<file path="config.mk">
export PLATFORM = sky130hd
export DESIGN_NAME = regfile_scoreboard
export DESIGN_NICKNAME = d
export VERILOG_FILES = /design/src/rtl/regfile_scoreboard_pkg.sv /design/src/rtl/reg_scoreboard.sv /design/src/rtl/regfile_scoreboard.sv
export SDC_FILE = /design/constraint.sdc
export NUM_CORES = 2
export LEC_CHECK = 0
export BUFFER_PORTS_ARGS = -buffer_cell sky130_fd_sc_hd__buf_2
export CORE_ASPECT_RATIO = 0.9
export CORE_MARGIN = 2
export CORE_UTILIZATION = 58
export DETAILED_ROUTE_END_ITERATION = 6
export PLACE_DENSITY = 0.77
export SLEW_MARGIN = 20
export SYNTH_ARGS = -nofsm -noshare
export SYNTH_HDL_FRONTEND = slang
export SYNTH_SLANG_ARGS = --single-unit
</file>
<file path="constraint.sdc">
create_clock -name clk -period 32.5 [get_ports clk]
set_input_delay 4.875 -clock clk [delete_from_list [all_inputs] [get_ports clk]]
set_output_delay 4.875 -clock clk [all_outputs]
set_load 0.01 [all_outputs]
</file>
<file path="src/rtl/regfile_scoreboard_pkg.sv">
// Shared sizing parameters and helpers for the register file with write-pending scoreboard.
package regfile_scoreboard_pkg;

    localparam int W_RD_DEF  = 5;
    localparam int W_OPR_DEF = 32;
    localparam int W_CNT_DEF = 2;
    localparam int N_REG_DEF = 1 << W_RD_DEF;

    function automatic int cnt_max(input int w_cnt);
        return (1 << w_cnt) - 1;
    endfunction

endpackage

</file>
<file path="src/rtl/reg_scoreboard.sv">
// Per-register pending-write counters, effective-count stall decode and sticky protocol error.
module reg_scoreboard
    import regfile_scoreboard_pkg::*;
#(
    parameter int W_RD  = W_RD_DEF,
    parameter int N_REG = N_REG_DEF,
    parameter int W_CNT = W_CNT_DEF
) (
    input  logic            clk,
    input  logic            reset,
    input  logic [W_RD-1:0] r0_i,
    input  logic [W_RD-1:0] r1_i,
    input  logic            w_reserve_i,
    input  logic            wb_v_i,
    input  logic [W_RD-1:0] wb_r_i,
    output logic            reserved_o,
    output logic            err_o
);

    localparam logic [W_CNT-1:0] CNT_MAX = W_CNT'(cnt_max(W_CNT));
    localparam logic [W_CNT-1:0] CNT_ONE = W_CNT'(1);

    logic [W_CNT-1:0] cnt [N_REG];
    logic [W_CNT-1:0] cnt_r0, cnt_r1, cnt_wb;
    logic [W_CNT-1:0] eff_r0, eff_r1;
    logic             full_r0;
    logic             res_en, wb_en, same_reg;
    logic             inc, dec, res_err, wb_err;

    always_comb begin
        cnt_r0  = cnt[r0_i];
        cnt_r1  = cnt[r1_i];
        cnt_wb  = cnt[wb_r_i];
        full_r0 = (cnt_r0 == CNT_MAX);
        // A writeback landing this cycle retires one pending write, so the reader need not wait for it.
        eff_r0 = (wb_v_i && wb_r_i == r0_i && cnt_r0 != '0) ? cnt_r0 - CNT_ONE : cnt_r0;
        eff_r1 = (wb_v_i && wb_r_i == r1_i && cnt_r1 != '0) ? cnt_r1 - CNT_ONE : cnt_r1;
        reserved_o = ((r0_i != '0) && ((eff_r0 != '0) || (w_reserve_i && full_r0)))
                  || ((r1_i != '0) && (eff_r1 != '0));

        res_en   = w_reserve_i && (r0_i != '0);
        wb_en    = wb_v_i && (wb_r_i != '0);
        // Reserve and writeback on the same register cancel out in the counter.
        same_reg = res_en && wb_en && (r0_i == wb_r_i);
        inc      = res_en && !same_reg && !full_r0;
        dec      = wb_en && !same_reg && (cnt_wb != '0);
        res_err  = res_en && !same_reg && full_r0;
        wb_err   = wb_en && !same_reg && (cnt_wb == '0);
    end

    always_ff @(posedge clk or posedge reset) begin
        if (reset) begin
            for (int k = 0; k < N_REG; k++) begin
                cnt[k] <= '0;
            end
            err_o <= 1'b0;
        end else begin
            if (inc) begin
                cnt[r0_i] <= cnt_r0 + CNT_ONE;
            end
            if (dec) begin
                cnt[wb_r_i] <= cnt_wb - CNT_ONE;
            end
            if (res_err || wb_err) begin
                err_o <= 1'b1;
            end
        end
    end

endmodule

</file>
<file path="src/rtl/regfile_scoreboard.sv">
// Register file with combinational reads, writeback bypass and a write-pending scoreboard for decode stalls.
module regfile_scoreboard
    import regfile_scoreboard_pkg::*;
#(
    parameter int W_RD  = W_RD_DEF,
    parameter int W_OPR = W_OPR_DEF,
    parameter int N_REG = 2 ** W_RD,
    parameter int W_CNT = W_CNT_DEF
) (
    input  logic             clk,
    input  logic             reset,
    input  logic [W_RD-1:0]  r0_i,
    input  logic [W_RD-1:0]  r1_i,
    input  logic             w_reserve_i,
    output logic [W_OPR-1:0] r_opr0_o,
    output logic [W_OPR-1:0] r_opr1_o,
    output logic             reserved_o,
    input  logic             wb_v_i,
    input  logic [W_RD-1:0]  wb_r_i,
    input  logic [W_OPR-1:0] wb_data_i,
    output logic             err_o
);

    logic [W_OPR-1:0] regs [N_REG];

    always_ff @(posedge clk or posedge reset) begin
        if (reset) begin
            for (int k = 0; k < N_REG; k++) begin
                regs[k] <= '0;
            end
        end else if (wb_v_i && wb_r_i != '0) begin
            regs[wb_r_i] <= wb_data_i;
        end
    end

    always_comb begin
        r_opr0_o = regs[r0_i];
        r_opr1_o = regs[r1_i];
        if (r0_i == '0) begin
            r_opr0_o = '0;
        end else if (wb_v_i && wb_r_i == r0_i) begin
            r_opr0_o = wb_data_i;
        end
        if (r1_i == '0) begin
            r_opr1_o = '0;
        end else if (wb_v_i && wb_r_i == r1_i) begin
            r_opr1_o = wb_data_i;
        end
    end

    reg_scoreboard #(
        .W_RD  (W_RD),
        .N_REG (N_REG),
        .W_CNT (W_CNT)
    ) u_reg_scoreboard (
        .clk         (clk),
        .reset       (reset),
        .r0_i        (r0_i),
        .r1_i        (r1_i),
        .w_reserve_i (w_reserve_i),
        .wb_v_i      (wb_v_i),
        .wb_r_i      (wb_r_i),
        .reserved_o  (reserved_o),
        .err_o       (err_o)
    );

endmodule

</file>
==> results.cfg <==
[status]
status = complete, no violations

[place]
finalWeightedCongestion = 0.936
pre_cts_slack_ns = 18.29
place.port_buffers = 116
dp_hpwl_um = 94700

[global_route]
grt_pass1_vias = 38500
antenna_found_initial = 6
grt_overflow = 0
grt_first_pass_wirelength_um = 262000
use_met3 = 0.0771
track_usage = 0.339
grtUsageMet2 = 0.519
use_met1 = 0.477
grt_max_degree = 183
busiest_layer = met2

[run]
cap_violations = 0

[logic_synthesis]
synth-async-reset-ratio = 1.00
dominantRegCellSynth = dfrtp_1
ys_types = 64
yosysWarnings = 0
yosysMostFrequentCell = dfrtp_1
synth_cells = 3898
synth_nets = 3953
yosysSeqAreaShare = 0.456
synth_top_area_frac = 0.456
yosys.area.top_type = dfrtp_1
yosys_register_bits = 1089
synth-edff-count = 0
ys_top_cells_by_count = dfrtp_1, mux2_2, mux4_2
netlist_area_sq_mm = 0.0597
synth_area_leaders = dfrtp_1, mux4_2, mux2_2
syn_avg_cell_area_sq_um = 15.3

[clock_network]
cts_hold_buffers = 0
clk_pin_slew_ns = 0.06
clockBufferDepth = 3
ctsResizeCount = 0
clk_latency_ns = 0.70
post-cts-setup-buffers = 0
h-tree-depth = 3
cts_buffers = 111
root_buffer = clkbuf_16
cts_tree = done
clock-sinks = 1089

[worst_setup_path]
crit_type = in -> out
start_kind = primary input
critical_path_peak_fanout = 93
worstPathArrival_ns = 9.39
cp-end-kind = primary output
cp_data_required_time_ns = 27.62

[die]
chipWidth_um = 342
die_y_um = 308
initial_core_util = 0.586
core_sq_mm = 0.102
num_io_pins = 117
num_rows = 111
die_area_sq_mm = 0.106

[timing]
clock.fmax_mhz = 70.1
skew_ns = 0.0216
rsz0062_at_grt = no
setup_viol = 0
max_slew.worst_pin.slew_ns = 1.15
fin_crit_sh = 0.439
fin_crit_ns = 14.27
relSlewSlack = 0.232
tns_ns = 0
maxSlewViolCount = 0
worst_slack_ns = 18.23
hold_violations = 0

[drt]
drcViolationCount = 0
wire_per_inst_um = 34.0
drtAntennaViolNets = 0
wirelength_um = 177000
vias = 38200
drt_iter0_drc = 4757
drt-pass1-iter-count = 5
via_per_inst = 7.35

[final_layout]
drive_gt1_frac = 0.532
nets = 3800
area_growth_pct = 8.26
fillers = 7263

[power]
p_per_area_mw_per_mm2 = 64.4
leakage_nw = 27.8
ir_worst_vdd_mv = 0.0514

[min_path]
hold_class = reg -> reg
## sequential cells by signal, indices dropped and copies added (netlist names)
signal	flops
regs	1024
u_reg_scoreboard.cnt	64
u_reg_scoreboard.err_o	1
## final timing paths
| kind | cells after the start | slack (ns) | startpoint | to |
|---|---|---|---|---|
| max in group asynchronous | 8 | 23.07 | reset | regs[847]$_DFFE_PP0P_ |
| worst min-delay path | 0 | 0.39 | regs[1003]$_DFFE_PP0P_ | regs[1003]$_DFFE_PP0P_ |
| worst max register to register | 11 | 28.54 | u_reg_scoreboard.cnt[18]$_DFF_PP0_ | u_reg_scoreboard.cnt[5]$_DFF_PP0_ |
| worst max-delay path | 11 | 18.23 | r0_i[1] | reserved_o |
| worst min register to register | 0 | 0.39 | regs[1003]$_DFFE_PP0P_ | regs[1003]$_DFFE_PP0P_ |
| min in group asynchronous | 2 | 4.20 | reset | regs[161]$_DFFE_PP0P_ |
## cell families (layout without fill, tap and decap cells)
logic type,after synthesis,count (layout),synth area share
mux,1801,1801,0.448
flops,1089,1089,0.456
buf+inv,465,406,0.0369
simple gates,285,285,0.0253
compound gates,244,244,0.0314
xor+xnor,10,10,0.00147
fa+ha+maj,4,4,0.000838
other cells,0,1,0
## cell type report
type	instances	area (sq um)	share of cell area
sequential	1089	27300	0.421
inverter	8	36.3	0.000561
clock buffer	162	3290	0.0509
timing repair buffer	191	1250	0.0194
clock inverter	45	561	0.00867
antenna	1	2.50	0.0000387
multi-input combinational	2344	30600	0.473
tap	1356	1700	0.0262
## through the flow
stage          utilization  std cells  hold WS (ns)  cell area, sq um  power, W
6_report             0.634       5196         0.395             64700   0.00416
5_1_grt              0.634       5196         0.407             64700   0.00432
4_1_cts              0.634       5195         0.398             64600   0.00416
3_5_place_dp         0.596       4988         0.383             60800   0.00281
3_3_place_gp         0.596       4988         0.377             60800   0.00277
2_1_floorplan            -       3898         0.441             59700   0.00255
## critical path: stages
cell      delay (ns)
buf_8           0.61
buf_4           0.87
mux2i_1         0.27
o22ai_1         0.09
or4_1           0.59
a221oi_2        0.41
ha_2            0.59
nand2_1         0.15
nor4_1          0.05
o32ai_1         0.47
buf_2           0.23
## layer usage
layer  share of wire  up-vias
li1                -    14900
met1            0.38    20500
met5         0.00012        -
met3            0.10      442
met4           0.044        4
met2            0.47     2249
## cells in the final DEF (no fill, tap or decap), drive strengths merged, types with 3 or more instances in the layout
cell type	Yosys	final
and3	5	5
nand3b	9	9
clkbuf	205	162
and2	7	7
o311ai	3	3
a22o	32	32
mux4	597	597
inv	8	10
or2	4	4
nor3	32	32
a221oi	38	38
a211oi	41	41
xnor2	3	3
ha	4	4
nand2	46	46
nand3	16	16
or3	5	5
a22oi	70	70
dfrtp	1089	1089
nand2b	4	4
mux2	995	995
or3b	4	4
bufinv	0	10
clkinvlp	0	10
mux2i	209	209
clkinv	0	23
nor3b	6	6
o21ai	34	34
nor2	98	98
and3b	6	6
nor2b	4	4
nand4	31	31
o22ai	13	13
xor2	7	7
nor4	4	4
buf	252	191
## where the power goes
part	switching, W	internal, W	total, W
combinational	0.000393	0.000551	0.000944
sequential	0.000235	0.00164	0.00187
clock	0.000565	0.000783	0.00135
Power figures use the tool's default switching activity.
